--- config.mk ---
export PLATFORM = sky130hd
export DESIGN_NAME = hazard_ctrl
export DESIGN_NICKNAME = d
export VERILOG_FILES = /design/src/rtl/hazard_ctrl.sv
export SDC_FILE = /design/constraint.sdc
export NUM_CORES = 1
export LEC_CHECK = 0
export CELL_PAD_IN_SITES_DETAIL_PLACEMENT = 0
export CELL_PAD_IN_SITES_GLOBAL_PLACEMENT = 1
export CORE_ASPECT_RATIO = 0.7
export CORE_MARGIN = 4
export CORE_UTILIZATION = 25
export CTS_BUF_LIST = sky130_fd_sc_hd__clkbuf_16
export DETAILED_ROUTE_END_ITERATION = 16
export HOLD_SLACK_MARGIN = 0.06
export PLACE_DENSITY_LB_ADDON = 0.15
export RECOVER_POWER = 50
export SLEW_MARGIN = 15
export SYNTH_ARGS = -nofsm -noshare
export SYNTH_HDL_FRONTEND = slang
export SYNTH_SLANG_ARGS = --single-unit
--- constraint.sdc ---
create_clock -name clk -period 2.1 [get_ports clk]
set_input_delay 0.42 -clock clk [delete_from_list [all_inputs] [get_ports clk]]
set_output_delay 0.42 -clock clk [all_outputs]
set_load 0.05 [all_outputs]
--- src/rtl/hazard_ctrl.sv ---
// Pipeline hazard/stall controller: load-use, HI/LO busy and cache-miss stalls, branch flushes.
// Stall/flush outputs are combinational; the mult/div busy count and a pending fetch flush are the only state.
module hazard_ctrl #(
   parameter int MULDIV_LAT = 32,
   parameter int CNT_W      = 6
) (
   input  logic       clk,
   input  logic       reset,
   input  logic [4:0] id_rs,
   input  logic [4:0] id_rt,
   input  logic       id_use_rs,
   input  logic       id_use_rt,
   input  logic       id_muldiv_start,
   input  logic       id_hilo_read,
   input  logic [4:0] ex_dst,
   input  logic       ex_rw,
   input  logic       ex_memread,
   input  logic       ex_branch_taken,
   input  logic       icache_ready,
   input  logic       dcache_ready,
   output logic       stall_if,
   output logic       stall_id,
   output logic       stall_ex,
   output logic       stall_mem,
   output logic       bubble_ex,
   output logic       flush_id,
   output logic       muldiv_busy
);

   logic [CNT_W-1:0] r_busy_cnt;
   logic             r_flush_pend;

   logic w_busy;
   logic w_load_use;
   logic w_hilo_hz;
   logic w_dmiss;
   logic w_imiss;
   logic w_flush_pend_nxt;
   logic w_issue;

   assign w_busy     = (r_busy_cnt != '0);
   assign w_load_use = ex_memread & ex_rw & (ex_dst != 5'd0) &
                       ((id_use_rs & (ex_dst == id_rs)) | (id_use_rt & (ex_dst == id_rt)));
   assign w_hilo_hz  = w_busy & (id_hilo_read | id_muldiv_start);
   assign w_dmiss    = ~dcache_ready;
   assign w_imiss    = ~icache_ready;

   always_comb begin
      stall_if         = 1'b0;
      stall_id         = 1'b0;
      stall_ex         = 1'b0;
      stall_mem        = 1'b0;
      bubble_ex        = 1'b0;
      flush_id         = 1'b0;
      w_flush_pend_nxt = r_flush_pend;
      if (reset) begin
         w_flush_pend_nxt = 1'b0;
      end else if (w_dmiss) begin
         // Whole pipe frozen; remember a taken branch so fetch is flushed once the freeze lifts.
         stall_if         = 1'b1;
         stall_id         = 1'b1;
         stall_ex         = 1'b1;
         stall_mem        = 1'b1;
         w_flush_pend_nxt = r_flush_pend | ex_branch_taken;
      end else if (ex_branch_taken | r_flush_pend) begin
         flush_id = 1'b1;
         if (w_imiss) begin
            stall_if         = 1'b1;
            w_flush_pend_nxt = 1'b1;
         end else begin
            w_flush_pend_nxt = 1'b0;
         end
      end else if (w_load_use | w_hilo_hz) begin
         stall_if  = 1'b1;
         stall_id  = 1'b1;
         bubble_ex = 1'b1;
      end else if (w_imiss) begin
         stall_if = 1'b1;
         flush_id = 1'b1;
      end
   end

   assign muldiv_busy = w_busy & ~reset;
   assign w_issue     = id_muldiv_start & ~w_busy & ~stall_id & ~flush_id;

   // The mult/div unit runs on its own, so the count keeps falling through a D-cache freeze.
   always_ff @(posedge clk) begin
      if (reset) begin
         r_busy_cnt   <= '0;
         r_flush_pend <= 1'b0;
      end else begin
         r_flush_pend <= w_flush_pend_nxt;
         if (w_issue)
            r_busy_cnt <= CNT_W'(MULDIV_LAT);
         else if (w_busy)
            r_busy_cnt <= r_busy_cnt - CNT_W'(1);
      end
   end

endmodule

==> reports/results.ini, run 1 <==
[synthesis]
syn_avg_cell_area_um2=8.683
ys_types=27
synth_area_um2=573.1
yosysSeqAreaShare_pct=24.45
ys_seq_elements=7
postSynthCellCount=66
syn_nets=94
yosysWarningCount=0

[timing]
drv_slew=0
finalWorstSetupSlack_ps=-144.4
hold_viol=0
slew_headroom_pct=80.23
max_freq_mhz=445.6
period_minus_slack_ps=2244
rsz0062_at_grt=yes
setup_viol=4
clock_skew_ps=3.898
finalCritPeriodShare_pct=106.9
worst_slew_pin_slew_ps=295.5

[placed_design]
place_area_mm2=0.001125
hpwl_um=1492
gp_congestion=0.7784
port_buffers=32
dp_cells=144
dp_slack_ps=-520.8

[clocking]
clk_latency_ps=230
clock-sinks=7
hold_buffers=0
cts_tree=done
cts_made_buffers=3
root_buffer=clkbuf_16
clockBufferDepth=2
clk_pin_slew_worst_paths_ps=40
ctsHtreeMaxLevel=1

[power]
p_sw_uw=491.0
irDropWorstVdd_v=0.0004783
p_clk_share_pct=24.4
power_frac_seq_pct=17.9
combPwrFrac_pct=57.8
leakagePower_nw=0.5746
p_int_uw=835.3
power.share.switching_pct=37.02
powerDensity_mw_per_mm2=1029

[job]
cap_viol_max_count=0

[global_route]
grt_pass1_vias=689
grt_pass1_wl_um=3215
antenna_found_initial=0
grt_max_degree=11
grt.overflow.total=0
grt_usage_pct=13.69

[finish]
drive_above_1_share_pct=44.07
syn2layout_area_growth_pct=124.9
nNetsFinal=147
fin_cells=150
postLayoutCoreUtil_pct=59.33
postLayoutCellArea_mm2=0.001289
diodes=0

[floorplanning]
fp.dieW_um=65.23
ios=33
die_area_mm2=0.003134
rows=14
die_y_um=48.06
core_mm2=0.002172
start_util_pct=26.38

[detailed_routing]
first_pass_iters=4
drt_iter0_drc=38
num_vias=660
ant_nets=0
drcViolationCount=0
drt-vias-per-instance=4.400
wirelength_um=1912
wl_per_cell_um=12.75

[worst_setup_path]
crit_required_ps=1680
criticalPathCategory=in2out
cp.arrival_ps=1820
path_max_fanout=2
endpoint_kind=output pin
cp-start-kind=input pin

[hold_path]
hp-class=reg2reg

[run_status]
status=finished, violations left
violations=negative setup slack

power by group through the flow:
stage | registers, mW | clock network, mW | logic, mW
2_1_floorplan | 0.223 | 0 | 0.423
5_1_grt | 0.243 | 0.337 | 0.842
3_3_place_gp | 0.225 | 0 | 0.715
4_1_cts | 0.228 | 0.325 | 0.745
6_report | 0.237 | 0.323 | 0.766
3_5_place_dp | 0.226 | 0 | 0.715
Yosys cell counts, drive strengths merged:
cell type	count	area (µm²)
a31o	1	8.760
nand2	3	11.26
nor3b	1	12.51
o22ai	1	6.260
and4	1	8.760
dfxtp	7	140.1
xor2	2	17.52
nand3	1	5.000
and3b	1	8.760
inv	3	11.26
o2bb2ai	1	8.760
buf	2	12.51
a21oi	2	10.01
and3	1	6.260
a31oi	1	21.27
nand4	2	12.51
o41ai	1	16.27
nor3	6	30.03
nor2	7	26.28
ha	2	25.02
xnor2	13	113.9
a211oi	3	22.52
and2	1	6.260
or3	1	6.260
clkbuf	1	3.750
o311a	1	21.27
final cells by class:
cell class                      instances  area [µm²]
Multi-Input combinational cell         53       478.0
Clock inverter                          1       3.754
Clock buffer                            3       75.07
Timing Repair Buffer                   51       538.0
Fill cell                             193       883.3
Inverter                                3       11.26
Tap cell                               32       40.04
Sequential cell                         7       142.6
cell usage in the layout (no fill, tap or decap), drive strengths merged, types with 3 or more instances in the layout:
cell            n
clkdlybuf4s15   8
nor2            7
dfxtp           7
clkbuf          5
nor3            6
inv             4
buf            29
a211oi          3
dlymetal6s2s    5
xnor2          13
nand2           3
clkdlybuf4s50   4
metal layers:
layer / vias to the layer above / routed length [µm] / track usage, %
met5: - / 0 / 0
met4: 0 / 19 / 2.479
met3: 2 / 117 / 5.869
met2: 22 / 858 / 21.33
met1: 296 / 916 / 17.97
li1: 340 / - / -
worst paths after layout:
kind | from | endpoint | slack (ps) | cells past startpoint
min reg2reg | r_busy_cnt[4]$_SDFFE_PP0P_ | r_busy_cnt[4]$_SDFFE_PP0P_ | 570 | 2
max reg2reg | r_busy_cnt[0]$_SDFFE_PP0P_ | r_busy_cnt[5]$_SDFFE_PP0P_ | 450 | 8
max | ex_dst[2] | flush_id | -140 | 6
min | r_busy_cnt[4]$_SDFFE_PP0P_ | r_busy_cnt[4]$_SDFFE_PP0P_ | 570 | 2
worst max-delay path, cell delays in order:
cell,delay (ps)
buf_6,90
or3_4,380
o311a_4,330
a31oi_4,190
nor3b_4,250
buf_12,160
cells by family (layout without fill, tap and decap cells):
| kind of cell | after synthesis | count (layout) | synth area share [%] |
|---|---|---|---|
| DFF | 7 | 7 | 24.45 |
| AOI/OAI and AO/OA | 11 | 11 | 20.09 |
| buffers and inverters | 6 | 58 | 4.802 |
| adders and majority gates | 2 | 2 | 4.366 |
| xor gates and xnor gates | 15 | 15 | 22.93 |
| and+or+nand+nor | 25 | 25 | 23.36 |
metrics by stage:
| stage | TNS, ps | total power [mW] | hold slack, ps |
|---|---|---|---|
| after global placement | -2064 | 0.9399 | 551.3 |
| after CTS | -626.6 | 1.297 | 568.1 |
| after detailed placement | -2153 | 0.9411 | 560.9 |
| after floorplan | -370.2 | 0.6465 | 514.6 |
| after global routing | -616.8 | 1.421 | 619.4 |
| final | -416.0 | 1.326 | 572.9 |
state kept, by name, summed over array words and instances (netlist names):
| signal | cells |
|---|---|
| r_busy_cnt | 6 |
| r_flush_pend | 1 |
timing repair:
| item | CTS | global route |
|---|---|---|
| pin swaps | 19 | 16 |
| buffers inserted | 2 | 0 |
| endpoints found under the setup margin | 4 | 4 |
| resized for setup | 36 | 28 |
(Power assumes the default switching activity.)
==> run 2, diff against run 1 <==
--- a/config.mk
+++ b/config.mk
@@ -11,6 +11,7 @@
 export CORE_MARGIN = 4
 export CORE_UTILIZATION = 25
 export CTS_BUF_LIST = sky130_fd_sc_hd__clkbuf_16
+export CTS_CLUSTER_SIZE = 20
 export DETAILED_ROUTE_END_ITERATION = 16
 export HOLD_SLACK_MARGIN = 0.06
 export PLACE_DENSITY_LB_ADDON = 0.15
==> results of run 2 <==
Final layout, timing and power as in run 1 (identical DEF).
==> run 3, diff against run 2 <==
--- a/config.mk
+++ b/config.mk
@@ -5,7 +5,7 @@
 export SDC_FILE = /design/constraint.sdc
 export NUM_CORES = 1
 export LEC_CHECK = 0
-export CELL_PAD_IN_SITES_DETAIL_PLACEMENT = 0
+export CELL_PAD_IN_SITES_DETAIL_PLACEMENT = 1
 export CELL_PAD_IN_SITES_GLOBAL_PLACEMENT = 1
 export CORE_ASPECT_RATIO = 0.7
 export CORE_MARGIN = 4
==> reports/results.ini, run 3 (synthesis gave the netlist of run 1 again) <==
[run_status]
status=finished, violations left
violations=negative setup slack

[finish]
reg.largest.list=r_busy_cnt x6, r_flush_pend x1
postLayoutCoreUtil_pct=61.46  ; +2.1 points
top_register=r_busy_cnt
mostFrequentLayoutCell=buf_4
drive_above_1_share_pct=56.20  ; +12 points
largest_reg_flops=6  ; unchanged
postLayoutCellArea_mm2=0.001335  ; +3.6%
nNetsFinal=150  ; +2.0%
layout_common_cells=buf_4 (18), clkdlybuf4s50_1 (9), xnor2_1 (8)
syn2layout_area_growth_pct=133.0
fin_cells=153  ; +2.0%
diodes=0  ; unchanged

[timing]
finalCritPeriodShare_pct=108.9  ; +2.0 points
hold_viol=0  ; unchanged
hold-worst-slack_ps=585.3  ; +12.34 ps
slew_headroom_pct=79.61  ; -0.62 points
clock_skew_ps=0.9743  ; -2.923 ps
finalWorstSetupSlack_ps=-187.0  ; -42.61 ps
setup_tns_ps=-543.8  ; -127.8 ps
worst_slew_pin_slew_ps=304.8  ; +9.236 ps
period_minus_slack_ps=2287  ; +42.61 ps
drv_slew=0  ; unchanged
max_freq_mhz=437.3  ; -1.9%
rsz0062_at_grt=yes
setup_viol=4  ; unchanged

[power]
powerDensity_mw_per_mm2=1112  ; +8.0%
power.share.switching_pct=39.07  ; +2.0 points
irDropWorstVdd_v=0.0005882  ; +23%
p_sw_uw=579.8  ; +18%
totalPowerFinal_mw=1.484  ; +12%
combPwrFrac_pct=60.8  ; +3.0 points
power_frac_seq_pct=16.6  ; -1.3 points
p_int_uw=904.4  ; +8.3%
leakagePower_nw=0.5763  ; +0.29%
p_clk_share_pct=22.6  ; -1.8 points

[worst_setup_path]
path_max_fanout=3  ; +1
slowest_delay_ps=360  ; -20 ps
crit_required_ps=1680  ; about the same
crit_start=r_busy_cnt[1]$_SDFFE_PP0P_
cp.arrival_ps=1870  ; +50 ps
r2r_end=r_busy_cnt[0]$_SDFFE_PP0P_
r2r_cells=8  ; unchanged
cp_slowest_cell=dfxtp_2
crit_end=stall_id
path_delay_family=compound AO/OA/AOI/OAI gates
endpoint_kind=output pin
cp-start-kind=flip-flop
worstReg2RegStart=r_busy_cnt[1]$_SDFFE_PP0P_
regToRegSetupSlack_ps=260  ; -190 ps
cp_num_cells=8  ; +2
criticalPathCategory=reg2out
worst-path-buf-inv=3  ; +1
crit_chain=inv_4 > ha_4 > and3b_2 > o41ai_4 > a31oi_4 > buf_6 > nor2_2 > buf_12

[global_route]
grt_usage_pct=18.88  ; +5.2 points
gr-usage-met1_pct=20.66  ; +2.7 points
antenna_found_initial=0  ; unchanged
grt_use_met3_pct=5.869  ; unchanged
grt_pass1_vias=817  ; +19%
grt_max_degree=11  ; unchanged
grt_pass1_wl_um=4195  ; +30%
grt.overflow.total=0  ; unchanged
met2_usage_pct=37.83  ; +16 points
grt_busiest_layer=met2

[detailed_routing]
drt-vias-per-instance=4.693  ; +6.7%
drt_iter0_drc=9  ; -76%
ant_nets=0  ; unchanged
num_vias=718  ; +8.8%
drcViolationCount=0  ; unchanged
wl_per_cell_um=18.12  ; +42%
wirelength_um=2773  ; +45%
first_pass_iters=4  ; unchanged

[floorplanning]
start_util_pct=26.38  ; unchanged
die_y_um=48.06  ; unchanged
die_area_mm2=0.003134  ; unchanged
fp.dieW_um=65.23  ; unchanged
ios=33  ; unchanged
rows=14  ; unchanged
core_mm2=0.002172  ; unchanged

[clocking]
clockBufferDepth=2  ; unchanged
cts_tree=done
hold_buffers=0  ; unchanged
clock-sinks=7  ; unchanged
root_buffer=clkbuf_16
clk_latency_ps=240  ; about the same
clk_pin_slew_worst_paths_ps=40  ; about the same
cts_made_buffers=3  ; unchanged
ctsHtreeMaxLevel=1  ; unchanged

[placed_design]
place_area_mm2=0.001125  ; unchanged
dp_cells=144  ; unchanged
hpwl_um=2011  ; +35%
port_buffers=32  ; unchanged
dp_slack_ps=-559.1  ; -38.37 ps
gp_congestion=0.7784  ; unchanged

[hold_path]
hp-class=reg2reg

[job]
cap_viol_max_count=0  ; unchanged

-- run 3: per-layer routing --
layer	share of wire, %	vias up
met5	0	-
met4	1.0	0
met3	5.2	2
met2	52	25
met1	42	345
li1	-	346
-- run 3: timing repair --
action                                  in CTS  in global routing
gates resized for setup                     54                 24
setup buffers                                4                  2
endpoints found under the setup margin       4                  4
pin swaps                                   22                 16
cloned                                       0                  0
-- run 3: worst min-delay path by stage --
stage / depth (start not counted) / from / endpoint
after floorplan: 2 / r_busy_cnt[1]$_SDFFE_PP0P_ / r_busy_cnt[1]$_SDFFE_PP0P_
after global placement: 2 / r_busy_cnt[4]$_SDFFE_PP0P_ / r_busy_cnt[4]$_SDFFE_PP0P_
after detailed placement: 2 / r_busy_cnt[4]$_SDFFE_PP0P_ / r_busy_cnt[4]$_SDFFE_PP0P_
after CTS: 2 / r_busy_cnt[4]$_SDFFE_PP0P_ / r_busy_cnt[4]$_SDFFE_PP0P_
after global routing: 2 / r_busy_cnt[4]$_SDFFE_PP0P_ / r_busy_cnt[4]$_SDFFE_PP0P_
final: 2 / r_busy_cnt[4]$_SDFFE_PP0P_ / r_busy_cnt[4]$_SDFFE_PP0P_
-- run 3: final cells by class --
cell class	instances	area (µm²)
Clock buffer	3	75.07
Clock inverter	1	3.754
Fill cell	258	837.1
Inverter	3	13.76
Multi-Input combinational cell	53	531.8
Sequential cell	7	142.6
Tap cell	32	40.04
Timing Repair Buffer	54	528.0
-- run 3: power by group through the flow --
stage	clock network, mW	registers [mW]	logic, mW
2_1_floorplan	0	0.223	0.423
3_3_place_gp	0	0.225	0.715
3_5_place_dp	0	0.234	0.751
4_1_cts	0.335	0.237	0.833
5_1_grt	0.349	0.251	0.974
6_report	0.335	0.247	0.903
-- run 3: worst reg2reg max path: cells and delay by family (launching register included) --
family                   cells  cell delay, ps
AO/OA/AOI/OAI                3             660
flip-flops                   1             360
buffers and inverters        3             330
AND/OR/NAND/NOR              1             220
adder cells (fa/ha/maj)      1             150
